==> config.mk <==
export PLATFORM = sky130hd
export DESIGN_NAME = load_store_unit
export DESIGN_NICKNAME = d
export VERILOG_FILES = /design/src/rtl/load_store_unit_pkg.sv /design/src/rtl/load_store_unit_lane.sv /design/src/rtl/load_store_unit.sv
export SDC_FILE = /design/constraint.sdc
export NUM_CORES = 1
export LEC_CHECK = 0
export CAP_MARGIN = 5
export CORE_MARGIN = 5
export CORE_UTILIZATION = 40
export CTS_CLUSTER_DIAMETER = 60
export CTS_CLUSTER_SIZE = 12
export DETAILED_ROUTE_END_ITERATION = 7
export PLACE_DENSITY = 0.73
export REMOVE_ABC_BUFFERS = 1
export SYNTH_ARGS = -nofsm -noshare
export SYNTH_HDL_FRONTEND = slang
export SYNTH_HIERARCHICAL = 1
export SYNTH_SLANG_ARGS = --single-unit
==> constraint.sdc <==
create_clock -name clk -period 3.7 [get_ports clk]
set_input_delay 0.74 -clock clk [delete_from_list [all_inputs] [get_ports clk]]
set_output_delay 0.74 -clock clk [all_outputs]
set_load 0.05 [all_outputs]
==> src/rtl/load_store_unit_pkg.sv <==
`default_nettype none
// +----------------------------------------------------------------------+
// | load_store_unit_pkg : shared size codes, LSU state encoding, helpers |
// | Revision: 1.0                                                        |
// +----------------------------------------------------------------------+
package load_store_unit_pkg;

  localparam logic TRUE  = 1'b1;
  localparam logic FALSE = 1'b0;
  localparam int   BITS32 = 32;
  localparam int   BITS2  = 2;

  localparam logic [BITS2-1:0] SZ_BYTE = 2'b00;
  localparam logic [BITS2-1:0] SZ_HALF = 2'b01;
  localparam logic [BITS2-1:0] SZ_WORD = 2'b10;

  typedef enum logic [2:0] {
    ST_IDLE  = 3'd0,
    ST_READ  = 3'd1,
    ST_WRITE = 3'd2,
    ST_DONE  = 3'd3,
    ST_ERR   = 3'd4
  } lsu_state_t;

  // Size code 11 is treated as a fault alongside true misalignment.
  function automatic logic is_misaligned(input logic [BITS2-1:0] size,
                                         input logic [BITS2-1:0] off);
    case (size)
      SZ_BYTE: is_misaligned = FALSE;
      SZ_HALF: is_misaligned = off[0];
      SZ_WORD: is_misaligned = (off != 2'b00);
      default: is_misaligned = TRUE;
    endcase
  endfunction

endpackage
`default_nettype wire

==> src/rtl/load_store_unit_lane.sv <==
`default_nettype none
// +----------------------------------------------------------------------+
// | lsu_lane : sub-word load extraction/extension and store lane merge   |
// | Revision: 1.0                                                        |
// +----------------------------------------------------------------------+
module lsu_lane
  import load_store_unit_pkg::*;
(
  input  logic [BITS32-1:0] i_word,
  input  logic [BITS2-1:0]  i_offset,
  input  logic [BITS2-1:0]  i_size,
  input  logic              i_unsigned,
  input  logic [15:0]       i_store_data,
  output logic [BITS32-1:0] o_load_value,
  output logic [BITS32-1:0] o_store_word
);

  logic [7:0]  w_byte;
  logic [15:0] w_half;
  logic        w_sign;

  always_comb begin
    w_byte       = i_word[8*i_offset +: 8];
    w_half       = i_offset[1] ? i_word[31:16] : i_word[15:0];
    w_sign       = FALSE;
    o_load_value = i_word;
    o_store_word = i_word;
    case (i_size)
      SZ_BYTE: begin
        w_sign       = w_byte[7] & ~i_unsigned;
        o_load_value = {{24{w_sign}}, w_byte};
        o_store_word[8*i_offset +: 8] = i_store_data[7:0];
      end
      SZ_HALF: begin
        w_sign       = w_half[15] & ~i_unsigned;
        o_load_value = {{16{w_sign}}, w_half};
        if (i_offset[1]) o_store_word[31:16] = i_store_data;
        else             o_store_word[15:0]  = i_store_data;
      end
      default: ;
    endcase
  end

endmodule
`default_nettype wire

==> src/rtl/load_store_unit.sv <==
`default_nettype none
// +----------------------------------------------------------------------+
// | load_store_unit : single-op data-memory initiator with RMW sub-words |
// | Revision: 1.0                                                        |
// +----------------------------------------------------------------------+
module load_store_unit
  import load_store_unit_pkg::*;
#(
  parameter int ADDR_W = 32
) (
  input  logic              clk,
  input  logic              reset,
  input  logic              req_valid,
  output logic              req_ready,
  input  logic              req_we,
  input  logic [1:0]        req_size,
  input  logic              req_unsigned,
  input  logic [ADDR_W-1:0] req_addr,
  input  logic [31:0]       req_wdata,
  output logic              resp_valid,
  output logic [31:0]       resp_rdata,
  output logic              misaligned,
  output logic              stall,
  output logic [ADDR_W-1:0] mem_addr,
  output logic              mem_rw,
  output logic [31:0]       mem_wdata,
  input  logic [31:0]       mem_rdata
);

  lsu_state_t  r_state, w_next;
  logic [1:0]  r_off;
  logic [1:0]  r_size;
  logic        r_we;
  logic        r_unsigned;
  logic [15:0] r_wdata;
  logic [31:0] r_rdata;
  logic        w_accept;
  logic        w_fault;
  logic [31:0] w_load_value;
  logic [31:0] w_store_word;

  assign req_ready  = (r_state == ST_IDLE);
  assign stall      = req_valid && !req_ready;
  assign w_accept   = req_valid && req_ready;
  assign w_fault    = is_misaligned(req_size, req_addr[1:0]);
  assign resp_valid = (r_state == ST_DONE) || (r_state == ST_ERR);
  assign misaligned = (r_state == ST_ERR);
  assign resp_rdata = ((r_state == ST_DONE) && !r_we) ? r_rdata : 32'd0;

  // Lane logic works on the live read word so READ can capture or merge in one cycle.
  lsu_lane u_lane (
    .i_word       (mem_rdata),
    .i_offset     (r_off),
    .i_size       (r_size),
    .i_unsigned   (r_unsigned),
    .i_store_data (r_wdata),
    .o_load_value (w_load_value),
    .o_store_word (w_store_word)
  );

  always_comb begin
    w_next = r_state;
    case (r_state)
      ST_IDLE: begin
        if (w_accept) begin
          if (w_fault)                     w_next = ST_ERR;
          else if (!req_we)                w_next = ST_READ;
          else if (req_size == SZ_WORD)    w_next = ST_WRITE;
          else                             w_next = ST_READ;
        end
      end
      ST_READ:  w_next = r_we ? ST_WRITE : ST_DONE;
      ST_WRITE: w_next = ST_DONE;
      ST_DONE:  w_next = ST_IDLE;
      ST_ERR:   w_next = ST_IDLE;
      default:  w_next = ST_IDLE;
    endcase
  end

  always_ff @(posedge clk or posedge reset) begin
    if (reset) begin
      r_state    <= ST_IDLE;
      r_off      <= 2'b00;
      r_size     <= SZ_BYTE;
      r_we       <= FALSE;
      r_unsigned <= FALSE;
      r_wdata    <= 16'd0;
      r_rdata    <= 32'd0;
      mem_addr   <= '0;
      mem_rw     <= FALSE;
      mem_wdata  <= 32'd0;
    end else begin
      r_state <= w_next;
      mem_rw  <= (w_next == ST_WRITE);
      if (w_accept) begin
        r_off      <= req_addr[1:0];
        r_size     <= req_size;
        r_we       <= req_we;
        r_unsigned <= req_unsigned;
        r_wdata    <= req_wdata[15:0];
        if (!w_fault) begin
          mem_addr <= {req_addr[ADDR_W-1:2], 2'b00};
          if (req_we && (req_size == SZ_WORD)) mem_wdata <= req_wdata;
        end
      end
      if (r_state == ST_READ) begin
        if (r_we) mem_wdata <= w_store_word;
        else      r_rdata   <= w_load_value;
      end
    end
  end

endmodule
`default_nettype wire
; Word level (Yosys, flattened, before mapping)
; Index checks and enable logic that the tools add are counted.
[word_totals]
ff_bits = 120
inputBits = 103
[op_classes]
reduce_logical = 13
shifts = 3
n_eq_ne = 8
mux = 19
add_sub_neg = 1
bitwise = 5
[op_table]
columns = cell, count
row1 = $mux 32, 6
row2 = $pmux 32 s2, 2
row3 = $mux 16, 3
row4 = $neg 5->34, 1
row5 = $shift 8x34->32 const A, 1
row6 = $shiftx 8x34->32, 1
row7 = $bwmux 32, 1
row8 = $shiftx 32x6->8, 1
row9 = $eq 3x2->1 const B, 3
row10 = $pmux 3 s3, 1
row11 = $mux 3, 2
row12 = $eq 2x1->1 const B, 2
row13 = $logic_and 1x1->1, 4
row14 = $logic_not 2->1, 2
row15 = $mux 2, 2
row16 = $reduce_and 2->1, 2
row17 = $eq 3x1->1 const B, 1
row18 = $eq 3x3->1 const B, 1
row19 = $logic_not 3->1, 1
row20 = $not 1->1, 3
row21 = $pmux 1 s3, 1
row22 = $and 1x1->1, 2
row23 = $eq 2x2->1 const B, 1
row24 = $logic_not 1->1, 2
row25 = 3 further kinds, 3

; Longest topological paths before layout
[depth]
ltp_word = 7
ltp_mapped = 10

; Cells and area by module
; Netlist, hierarchy kept.
[by_module_without_submodules]
columns = module, seq_area_each_um2, instances, area_per_inst_um2, cells_each
row1 = load_store_unit, 3002.9, 1, 5083.6, 469
row2 = lsu_lane, 0.0, 1, 1881.8, 318

; Least setup slack after synthesis
; No wires, ideal clock.
[synth_path]
path_type = register to output
startpoint = reg r_state[2]
endpoint = out stall
path_buffers = 1
required_time_ps = 2960
arrival_ps = 2204
stages_incl_launch_ff = 4
path_slack_ps = 756
path_cell_list = dfrtp_1 > buf_2 > nor3_1 > nor2b_1
[synth_via]
elab_chain_len = 3
[synth_lines]
columns = element, line
row1 = "start, declared", load_store_unit.sv:30  ; lsu_state_t r_state, w_next;
row2 = "start signal, assigned", load_store_unit.sv:93  ; r_state <= w_next;
row3 = $logic_not 3->1, load_store_unit.sv:42  ; assign req_ready = (r_state == ST_IDLE);
row4 = named net req_ready, load_store_unit.sv:14  ; output logic req_ready,
row5 = $logic_not 1->1, load_store_unit.sv:43  ; assign stall = req_valid && !req_ready;
row6 = $logic_and 1x1->1, load_store_unit.sv:43
row7 = "end, declared", load_store_unit.sv:23  ; output logic stall,
; The timed path passes the listed nets, and every way through them passes these cells.

; Final worst setup path
[layout_path]
startpoint = reg r_state[2]
endpoint = out resp_rdata[3]
[layout_via]
elab_chain_len = 3
[layout_lines]
columns = element, line
row1 = $eq 3x2->1, load_store_unit.sv:48  ; assign resp_rdata = ((r_state == ST_DONE) && !r_we) ? r_rdata : 32'd0;
row2 = $logic_and 1x1->1, load_store_unit.sv:48
row3 = $mux 32, load_store_unit.sv:48
row4 = "end, declared", load_store_unit.sv:21  ; output logic [31:0] resp_rdata,
; No other way between the ends.

==> flow_summary.rst <==
.. list-table::
   :header-rows: 1

   * - Metric
     - Value
   * - CTS Hold Bufs
     - 0
   * - Mean instance size in the synthesized netlist
     - 8.851 sq um
   * - Vias per cell
     - 5.343
   * - Status
     - finished, final reports clean
   * - Net count of the finished layout
     - 1070
   * - Xor and xnor fraction of the mapped netlist area
     - 0%
   * - Critical Path Slowest Stage Cell
     - sky130_fd_sc_hd__clkdlybuf4s50_1
   * - Largest family of logic cells by synthesized area
     - simple AND/OR/NAND/NOR gates
   * - Hold Path Stages
     - 2
   * - Standard-cell rows
     - 48
   * - Register bit count reported by yosys
     - 120
   * - End point of the most critical hold path
     - r_wdata[15]
   * - Number of setup buffers added after CTS
     - 0
   * - Required time worst endpoint
     - 2.96 ns
   * - Via count of the first global-routing pass
     - 6380
   * - Number of gates resized after CTS
     - 0
   * - Total of fill cells in the finished design
     - 1546
   * - Wire per inst
     - 18.19 um
   * - Maximum fanout count along the critical path
     - 32
   * - Cell-by-cell listing of the critical path
     - and4bb_2, and2_1, clkdlybuf4s50_1
   * - R2r startpoint
     - r_off[0]
   * - Period utilisation layout
     - 92.58%
   * - Total power consumption of the routed design
     - 9.537 mW
   * - Top cell family by delay on the critical path
     - simple AND/OR/NAND/NOR gates
   * - Total count of hold-check failures in the final report
     - 0
   * - Basic-gate share of the synthesized area counting and, or, nand and nor cells
     - 24.72%
   * - Yosys warns
     - 6
   * - Routed via count
     - 6412
   * - Half-perimeter wire length after detailed placement
     - 15710 um
   * - Io pins
     - 204
   * - Die Width
     - 142.0 um
   * - R2R cell count
     - 8
   * - Slew at the pin closest to its max-slew limit
     - 0.9451 ns
   * - CTS tree
     - done
   * - Master cell of the clock root buffer
     - sky130_fd_sc_hd__clkbuf_16
   * - Multi-input combinational cell area
     - 3623 sq um
   * - Layout cell share with drive strength beyond 1
     - 13.23%
   * - Antenna Nets Post-Route
     - 0
   * - Classification of the worst-slack hold path
     - reg -> reg
   * - Die extent in y
     - 142.0 um
   * - Ant. Diodes
     - 0
   * - Max-cap violations
     - 0
   * - DR iter-0 viols
     - 495
   * - Number of distinct library cells after synthesis
     - 52
   * - Total routing usage reported by global routing
     - 21.71%
   * - Delay of the slowest cell on the worst path
     - 0.81 ns
   * - Post-synthesis adder-cell area fraction
     - 0.8981%
   * - Share of the core filled with cells
     - 56.56%
   * - Worst-Skew Late Latency
     - 0.41 ns
   * - Core box area
     - 17180 sq um
   * - Leakage power of the design
     - 4.197 nW
   * - Instance count after placement with tap cells included
     - 1168
   * - Start point of the worst hold path
     - r_wdata[15]
   * - Leading register cell type out of synthesis
     - sky130_fd_sc_hd__dfrtp_1
   * - Initial Util
     - 40.55%
   * - Post-synth EDFFs
     - 0
   * - Area taken by flip-flops and latches
     - 3005 sq um
   * - Clock period minus worst slack
     - 3.425 ns
   * - Commonest non-fill, non-tap cells in the layout
     - sky130_fd_sc_hd__nand2_1 (215), sky130_fd_sc_hd__clkdlybuf4s50_1 (201), sky130_fd_sc_hd__dfrtp_1 (118)
   * - Ys async rst share
     - 100.0%
   * - Total die area
     - 20150 sq um
   * - Drt drc
     - 0
   * - Area fraction in compound gates after synthesis
     - 14.41%
   * - Final setup violating endpoints
     - 0
   * - Register-to-register path setup slack
     - 0.92 ns
   * - Final-report max-slew violation count
     - 0
   * - Mux share of post-synthesis cell area
     - 11.69%
   * - Most common library cell in the layout ignoring fill and taps
     - sky130_fd_sc_hd__nand2_1
   * - Clk slew on worst S/H paths
     - 0.06 ns
   * - Pin count of the biggest net entering global routing
     - 61
   * - Peak Freq
     - 0.2919 GHz
   * - Largest vdd supply drop
     - 0.0006873 V
   * - Global-route wire length before repair
     - 34490 um
   * - Area added between synthesis and finish
     - 39.48%
   * - Total CTS buffers
     - 17
   * - Sequential share of the synthesized area
     - 43.11%
   * - Power per standard cell area
     - 981.6 nW/um^2
   * - Number of buffer cells added on primary ports
     - 201
   * - Sum of routed wire length over all layers
     - 21820 um
   * - Setup repair after global routing missed its margin
     - false
   * - Number of detailed-route iterations in the first pass
     - 8
   * - Clock Sinks
     - 120
   * - Number of cells in the finished layout apart from fillers
     - 1200
   * - Synth Instances
     - 787
   * - Headroom to the max-slew limit
     - 36.80%
   * - CP Capture Type
     - primary output
   * - Routability Congestion
     - 0.8404
   * - End of the worst register-to-register path
     - mem_wdata[12]
   * - Gr ovfl total
     - 0
   * - Combined area of all synthesized cells
     - 6965 sq um
   * - Initial antenna violation count
     - 0
   * - Class of the most critical setup path
     - reg -> out
   * - Number of buffers between clock root and the deepest sink
     - 2
   * - Worst setup SP type
     - flip-flop
   * - Number of H-tree levels
     - 4
   * - Clock skew
     - 0.01042 ns
   * - Count of buffering cells on the critical path with inverters included
     - 1
   * - Arrival time at the worst endpoint
     - 2.69 ns
registers in the layout, indices dropped and copies added (netlist names):
| register | flops |
|---|---|
| r_state | 3 |
| r_wdata | 16 |
| mem_rw | 1 |
| r_off | 2 |
| r_we | 1 |
| mem_wdata | 32 |
| r_size | 2 |
| r_rdata | 32 |
| mem_addr | 30 |
| r_unsigned | 1 |
stage by stage:
step / setup TNS [ns] / cell area, sq um / hold slack (ns) / setup slack [ns]
floorplan: -27.10 / 6661 / 0.4467 / -0.2258
global placement: 0 / 9091 / 0.4624 / 0.7362
detailed placement: 0 / 9091 / 0.4764 / 0.6701
CTS: 0 / 9716 / 0.4881 / 0.2218
global route: 0 / 9716 / 0.5013 / 0.1006
finish: 0 / 9716 / 0.4865 / 0.2747
synthesized netlist by cell type, drive strengths merged (3+ instances only):
cell type	n	share of area, %
nor4b	3	0.68
nand2	215	12
dfrtp	120	43
and2	34	3.1
mux2i	6	0.86
nand2b	10	0.90
o21ai	25	1.8
nor2	46	2.5
a21oi	29	2.1
a2bb2oi	3	0.38
clkbuf	28	1.5
mux2	67	11
o21bai	5	0.54
nand3b	8	0.86
nor3	4	0.29
or2	7	0.63
nor3b	12	1.4
a22oi	12	1.3
a221o	10	1.4
o31ai	4	0.43
a222oi	4	0.57
inv	12	0.65
buf	32	2.9
ha	5	0.90
a31oi	40	3.6
o221ai	9	1.1
nor2b	15	1.3
cell families (layout without fill, tap and decap cells):
| kind of cell | after synthesis | count (layout) |
|---|---|---|
| other | 1 | 2 |
| AND/OR/NAND/NOR | 365 | 365 |
| flip-flops | 120 | 120 |
| adder cells (fa/ha/maj) | 5 | 5 |
| multiplexers | 73 | 73 |
| buffers and inverters | 73 | 260 |
| AO/OA/AOI/OAI | 150 | 150 |
how the worst max path moves through the flow:
stage                     from             end  slack (ns)  depth (start not counted)
finish              r_state[2]   resp_rdata[3]        0.27                          3
global route        r_state[2]  resp_rdata[25]        0.10                          3
CTS                 r_state[2]   resp_rdata[3]        0.22                          3
detailed placement  r_state[2]   resp_rdata[3]        0.67                          3
global placement     req_valid           stall        0.74                          3
floorplan                reset    mem_addr[10]       -0.23                          1
cell type report:
cell class                      count  share of cell area, %
Multi-Input combinational cell    595                  37.30
Inverter                           13                 0.5280
Tap cell                          225                  2.898
Clock buffer                       24                  4.958
Clock inverter                      8                  1.468
Sequential cell                   120                  30.93
Timing Repair Buffer              215                  21.92
metal layers:
layer	wire length, um	track usage, %	part of all wire, %	vias to the layer above
met5	0	0	0	-
met4	278	5.909	1.3	0
met3	2141	7.460	9.8	17
met2	10300	35.27	47	280
met1	9101	27.81	42	3054
li1	-	-	-	3061
worst reg2reg max path, delay by kind of cell, from the launching register on:
kind | cells | cell delay (ns)
simple gates | 5 | 1.16
fa+ha+maj | 1 | 0.51
buf+inv | 1 | 0.25
flops | 1 | 0.60
compound gates | 1 | 0.18
report_power, final:
part	total, mW	internal (mW)	switching [mW]
logic	5.28	2.00	3.28
clock network	1.76	1.18	0.579
registers	2.50	1.96	0.543
No activity file was read; power rests on OpenSTA's default activity.
